[src/rtl/encaps_pkg.sv]
// Shared types and constants for the encapsulation hash sequencer.
// The state enum, the default sponge geometry and the SHA3 domain/pad bytes.
package encaps_pkg;

    localparam int RATE_BYTES     = 136;
    localparam int TRITS_PER_BYTE = 5;

    localparam logic [7:0] SHA3_PAD_FIRST = 8'h06;
    localparam logic [7:0] SHA3_PAD_LAST  = 8'h80;

    typedef enum logic [3:0] {
        S_IDLE,
        S_INIT,
        S_GATHER,
        S_PACK,
        S_SHIFT,
        S_ABSORB,
        S_WAIT,
        S_PAD,
        S_DONE
    } state_t;

endpackage

[src/rtl/encaps_pad_gen.sv]
// SHA3 pad byte generator: counts shifted pad bytes and emits 06 / 00.. / 80,
// merging first and last into 86 when the pad is a single byte.
module encaps_pad_gen #(
    parameter int LEN_W = 8
) (
    input  logic             clk,
    input  logic             rst,
    input  logic [LEN_W-1:0] pad_len,
    input  logic             step,
    output logic [7:0]       pad_byte,
    output logic             pad_last
);
    import encaps_pkg::*;

    logic [LEN_W-1:0] cnt;
    logic             first;

    assign first    = (cnt == '0);
    assign pad_last = (cnt == pad_len - 1'b1);

    // Self-wrapping so the next message starts from the first pad byte again.
    always_ff @(posedge clk or negedge rst) begin
        if (!rst)
            cnt <= '0;
        else if (step)
            cnt <= pad_last ? '0 : cnt + 1'b1;
    end

    always_comb begin
        pad_byte = 8'h00;
        if (first)
            pad_byte = pad_byte | SHA3_PAD_FIRST;
        if (pad_last)
            pad_byte = pad_byte | SHA3_PAD_LAST;
    end

endmodule

[src/rtl/encaps_hash_sequencer.sv]
// Controller for the random-byte -> trit -> packed byte -> SHA3-256 absorb path.
// Drives single-clock enables for every datapath stage; no gated clocks.
module encaps_hash_sequencer #(
    parameter int MSG_BYTES      = 140,
    parameter int RATE_BYTES     = encaps_pkg::RATE_BYTES,
    parameter int TRITS_PER_BYTE = encaps_pkg::TRITS_PER_BYTE
) (
    input  logic                               clk,
    input  logic                               rst,
    input  logic                               start,
    output logic                               busy,
    output logic                               done,
    input  logic                               rnd_valid,
    output logic                               rnd_ready,
    output logic                               trit_en,
    output logic                               trit_clr,
    output logic                               pack_load,
    output logic                               blk_shift,
    output logic                               blk_clr,
    output logic                               pad_sel,
    output logic [7:0]                         pad_byte,
    output logic                               hash_init,
    output logic                               hash_start,
    output logic                               hash_last,
    input  logic                               hash_busy,
    output logic [$clog2(MSG_BYTES+1)-1:0]     byte_cnt
);
    import encaps_pkg::*;

    localparam int CNT_W   = $clog2(MSG_BYTES + 1);
    localparam int BLK_W   = $clog2(RATE_BYTES + 1);
    localparam int TRIT_W  = $clog2(TRITS_PER_BYTE + 1);
    localparam int PAD_LEN = (MSG_BYTES % RATE_BYTES == 0) ? RATE_BYTES
                                                           : RATE_BYTES - (MSG_BYTES % RATE_BYTES);

    state_t            state, next;
    logic [TRIT_W-1:0] trit_cnt;
    logic [BLK_W-1:0]  blk_cnt;
    logic              last_q;
    logic              wait_first;
    logic              trit_done;
    logic              blk_full;
    logic              msg_end;
    logic              pad_last;
    logic [7:0]        gen_byte;

    assign trit_done = trit_en && (trit_cnt == TRIT_W'(TRITS_PER_BYTE - 1));
    // Evaluated on the shifting cycle, i.e. before the counters advance.
    assign blk_full  = (blk_cnt == BLK_W'(RATE_BYTES - 1));
    assign msg_end   = (byte_cnt == CNT_W'(MSG_BYTES - 1));

    encaps_pad_gen #(.LEN_W(BLK_W)) u_pad_gen (
        .clk      (clk),
        .rst      (rst),
        .pad_len  (BLK_W'(PAD_LEN)),
        .step     (state == S_PAD),
        .pad_byte (gen_byte),
        .pad_last (pad_last)
    );

    always_ff @(posedge clk or negedge rst) begin
        if (!rst)
            state <= S_IDLE;
        else
            state <= next;
    end

    always_comb begin
        next = state;
        case (state)
            S_IDLE:   if (start) next = S_INIT;
            S_INIT:   next = S_GATHER;
            S_GATHER: if (trit_done) next = S_PACK;
            S_PACK:   next = S_SHIFT;
            S_SHIFT: begin
                if (blk_full)     next = S_ABSORB;
                else if (msg_end) next = S_PAD;
                else              next = S_GATHER;
            end
            S_ABSORB: next = S_WAIT;
            S_WAIT: begin
                // The core raises hash_busy a cycle late, so the first WAIT cycle never exits.
                if (!wait_first && !hash_busy) begin
                    if (last_q)                                 next = S_DONE;
                    else if (byte_cnt == CNT_W'(MSG_BYTES))     next = S_PAD;
                    else                                        next = S_GATHER;
                end
            end
            S_PAD:    if (pad_last) next = S_ABSORB;
            S_DONE:   next = S_IDLE;
            default:  next = S_IDLE;
        endcase
    end

    always_comb begin
        busy       = (state != S_IDLE);
        rnd_ready  = (state == S_GATHER);
        trit_clr   = (state == S_INIT) || (state == S_SHIFT);
        pack_load  = (state == S_PACK);
        blk_shift  = (state == S_SHIFT) || (state == S_PAD);
        blk_clr    = (state == S_INIT) || ((state == S_WAIT) && wait_first);
        pad_sel    = (state == S_PAD);
        hash_init  = (state == S_INIT);
        hash_start = (state == S_ABSORB);
        done       = (state == S_DONE);
        pad_byte   = pad_sel ? gen_byte : 8'h00;
    end

    assign trit_en   = rnd_valid && rnd_ready;
    assign hash_last = last_q;

    always_ff @(posedge clk or negedge rst) begin
        if (!rst) begin
            trit_cnt   <= '0;
            blk_cnt    <= '0;
            byte_cnt   <= '0;
            last_q     <= 1'b0;
            wait_first <= 1'b0;
        end else begin
            wait_first <= (state == S_ABSORB);
            case (state)
                S_INIT: begin
                    trit_cnt <= '0;
                    blk_cnt  <= '0;
                    byte_cnt <= '0;
                    last_q   <= 1'b0;
                end
                S_GATHER: if (trit_en) trit_cnt <= trit_done ? '0 : trit_cnt + 1'b1;
                S_SHIFT: begin
                    trit_cnt <= '0;
                    blk_cnt  <= blk_cnt + 1'b1;
                    if (byte_cnt != CNT_W'(MSG_BYTES))
                        byte_cnt <= byte_cnt + 1'b1;
                end
                S_PAD: begin
                    blk_cnt <= blk_cnt + 1'b1;
                    if (pad_last)
                        last_q <= 1'b1;
                end
                S_ABSORB: blk_cnt <= '0;
                S_DONE:   last_q  <= 1'b0;
                default: ;
            endcase
        end
    end

endmodule

[config.mk]
export PLATFORM = sky130hd
export DESIGN_NAME = encaps_hash_sequencer
export DESIGN_NICKNAME = d
export VERILOG_FILES = /design/src/rtl/encaps_pkg.sv /design/src/rtl/encaps_pad_gen.sv /design/src/rtl/encaps_hash_sequencer.sv
export SDC_FILE = /design/constraint.sdc
export NUM_CORES = 1
export LEC_CHECK = 0
export ABC_AREA = 1
export CORE_ASPECT_RATIO = 0.8
export CORE_MARGIN = 2
export CORE_UTILIZATION = 45
export CTS_BUF_LIST = sky130_fd_sc_hd__clkbuf_4 sky130_fd_sc_hd__clkbuf_8 sky130_fd_sc_hd__clkbuf_16
export DETAILED_ROUTE_END_ITERATION = 12
export HOLD_SLACK_MARGIN = 0.1
export PLACE_DENSITY = 0.69
export SKIP_CTS_REPAIR_TIMING = 1
export SLEW_MARGIN = 20
export SYNTH_ARGS = -nofsm -noshare
export SYNTH_HDL_FRONTEND = slang
export SYNTH_SLANG_ARGS = --single-unit
[constraint.sdc]
create_clock -name clk -period 1.8 [get_ports clk]
set_input_delay 0.36 -clock clk [delete_from_list [all_inputs] [get_ports clk]]
set_output_delay 0.36 -clock clk [all_outputs]
set_load 0.03 [all_outputs]
==> results.md <==
- WL/cell: 12.3 um
- Number of buffers created by CTS: 5
- CP arrival: 1450 ps
- Fmax: roughly 550 MHz
- Vias per cell: between 5 and 6
- H-tree Lvls: 2
- Lkg Pwr: 0.00137 uW
- Worst skew pair latency: slightly below 300 ps
- Simple-Gate Fraction of Synth Area: 34.2%
- Starting Density: a little under half
- Bufs and invs on worst path: 1
- Clock Skew: 3.81 ps
- Die Width: 79.3 um
- Top cells by instance count after synthesis: nand2_1 (68), inv_1 (42), nor2_1 (34)
- Clock slew at reported path FFs: 70 ps
- Number of remaining DRC errors: 0
- Area Growth Syn to Fin: 31.0%
- First-pass GRT wire length: 7.51 mm
- I/O pin count: 33
- Failing checks: negative setup slack
- Drt total wl: approximately 4.8 mm
- Largest net degree at the start of global routing: 34
- Mapped cell area: about 2000 um2
- Most frequent cell after synthesis: nand2_1
- DRT antenna net count: 0
- Antenna violations before repair: 0
- Core footprint: around 4300 um2
- Final setup vio count: 1
- Ys async rst share: 100%
- Initial DRC count: 135
- Post-synth top area share: 40.5%
- CTS tree: built
- Maxcap violations: 0
- Synth cell types: 26
- Synth Instances: 284
- Total power: 3100 uW
- Share of layout cells above drive strength 1: 21.0%
- R2R Path Start: state[3]$_DFFE_PN0P_
- CP max stage delay: 400 ps
- Fill count: 376
- Detailed placement HPWL: 3.43 mm
- Slew Limit Fails: 0
- XOR/XNOR Fraction of Synth Area: between 1.5 and 2%
- Crit path cell chain: ha_1, nand4_1, nor2_2, buf_4
- Number of synthesis warnings: 0
- Slowest CP cell: dfrtp_1
- Total track usage: 19.4%
- GP Congestion: 0.891
- Crit end category: output port
- Die H: 64.2 um
- Syn_area_per_cell: 7.18 um2
- Synth Register Bits: 33
- Status: finished, violations left
- Worst EP required: about 1400 ps
- RSZ-0062 raised after global routing: true
- CP delay by family, top: flip-flops
- Area leader, netlist: dfrtp_1
- Final Critical Period: 1810 ps
- Post-synth EDFFs: 0
- # rows: 21
- Setup WS post-layout: -6.97 ps
- Post-synthesis mux area share: 0%
- Synth Area in Compound Gates: ~8.3%
- Layout net count: around 350
- Reg2Reg Depth: 9
- Via count: ~2000
- Initial DRT Pass Iterations: 4
- CP max FO: 4
- Ant diodes: 0
- Root buffer cell: clkbuf_8
- R2R Path End: state[0]$_DFFE_PN0P_
- Main combinational cell family by area after synthesis: simple AND/OR/NAND/NOR gates
- Tightest Hold Check Type: input pin to async pin
- Gr ovfl total: 0
- Final worst-path cycle share: 100%
- Setup crit start kind: flop
- P per Cell Area: 1160 nW/um2
- Longest Clk Path Bufs: 2
- Crit Path Category: flop to output port
- Vias in the first global route: 1655
- Setup slack, reg-to-reg: about 180 ps
- Worst hold margin: about 480 ps
- Sequential share of the synthesized area: 40.5%
- Endpoints failing hold: 0
- Peak supply drop: 764 uV
- Sink Count: 33
- Post-Synth Adder-Cell Area: 4.29%
- Port buffer count: 27
- TNS Setup: -6.97 ps
- Top post-synthesis cells by area: dfrtp_1 (40%), nand2_1 (13%), inv_1 (7.7%)
- Die area: roughly 5100 um2
- Final core utilization: 62.8%
- Ys flop type: dfrtp_1
cell type report:
type | instances | area, um2 | area share [%]
sequential | 33 | 830 | 31.0
clock buffer | 5 | 68.8 | 2.57
multi-input combinational | 203 | 1100 | 41.3
tap | 57 | 71.3 | 2.67
clock inverter | 1 | 5.00 | 0.187
inverter | 45 | 171 | 6.41
timing repair buffer | 47 | 423 | 15.8
how the worst max path moves through the flow:
stage	from	to	slack, ps	depth (start not counted)
2_1_floorplan	state[3]$_DFFE_PN0P_	pad_byte[2]	-1	4
3_3_place_gp	state[3]$_DFFE_PN0P_	busy	120	3
3_5_place_dp	state[3]$_DFFE_PN0P_	busy	110	3
4_1_cts	state[3]$_DFFE_PN0P_	busy	-200	3
5_1_grt	u_pad_gen.cnt[3]$_DFFE_PN0P_	pad_byte[7]	-90	4
6_report	u_pad_gen.cnt[0]$_DFFE_PN0P_	pad_byte[7]	-7	4
kinds of logic after synthesis:
| group | count (synthesis) |
|---|---|
| AOI/OAI and AO/OA | 33 |
| xor gates and xnor gates | 4 |
| adders and majority gates | 7 |
| buffers and inverters | 52 |
| DFF | 33 |
| other | 1 |
| and+or+nand+nor | 154 |
routing by layer:
layer  GRT usage [%]  up-vias  part of all wire (%)
li1                -     1006                     -
met1            28.3      898                    47
met2            27.8       56                    43
met3            4.52        5                   8.2
met4            7.54        0                   1.1
met5               0        -                     0
flip-flops by register name (all words and copies together) (netlist names):
signal and cells:
blk_cnt 8, byte_cnt 8, hash_last 1, state 4, trit_cnt 3, u_pad_gen.cnt 8, wait_first 1
through the flow:
stage | cell area, um2 | setup WS [ps] | std cells
after floorplan | 2060 | -1.07 | 288
after global placement | 2370 | 118 | 372
after detailed placement | 2370 | 115 | 372
after CTS | 2440 | -198 | 378
after global routing | 2670 | -86.9 | 391
final | 2670 | -6.97 | 391
report_power, final:
group	internal [uW]	switching, uW
logic	596	1010
registers	862	109
clock network	254	269
cells in the final DEF (no fill, tap or decap), types with 3 or more instances in the layout:
cell              n
inv_1            38
nor2_4            5
conb_1            5
nand4_1          14
nand2_1          65
o21ai_1           3
inv_2             6
dlymetal6s2s_1    5
buf_6             6
nor2_1           28
dfrtp_1          30
o21ai_0          20
a21oi_1           8
nor2_2            4
nand2_2           3
nor3_1            7
xor2_1            3
nand3_1          18
ha_1              6
clkdlybuf4s50_1   9
buf_4            27
clkbuf_8          5
dfrtp_2           3
(Power assumes the default switching activity.)
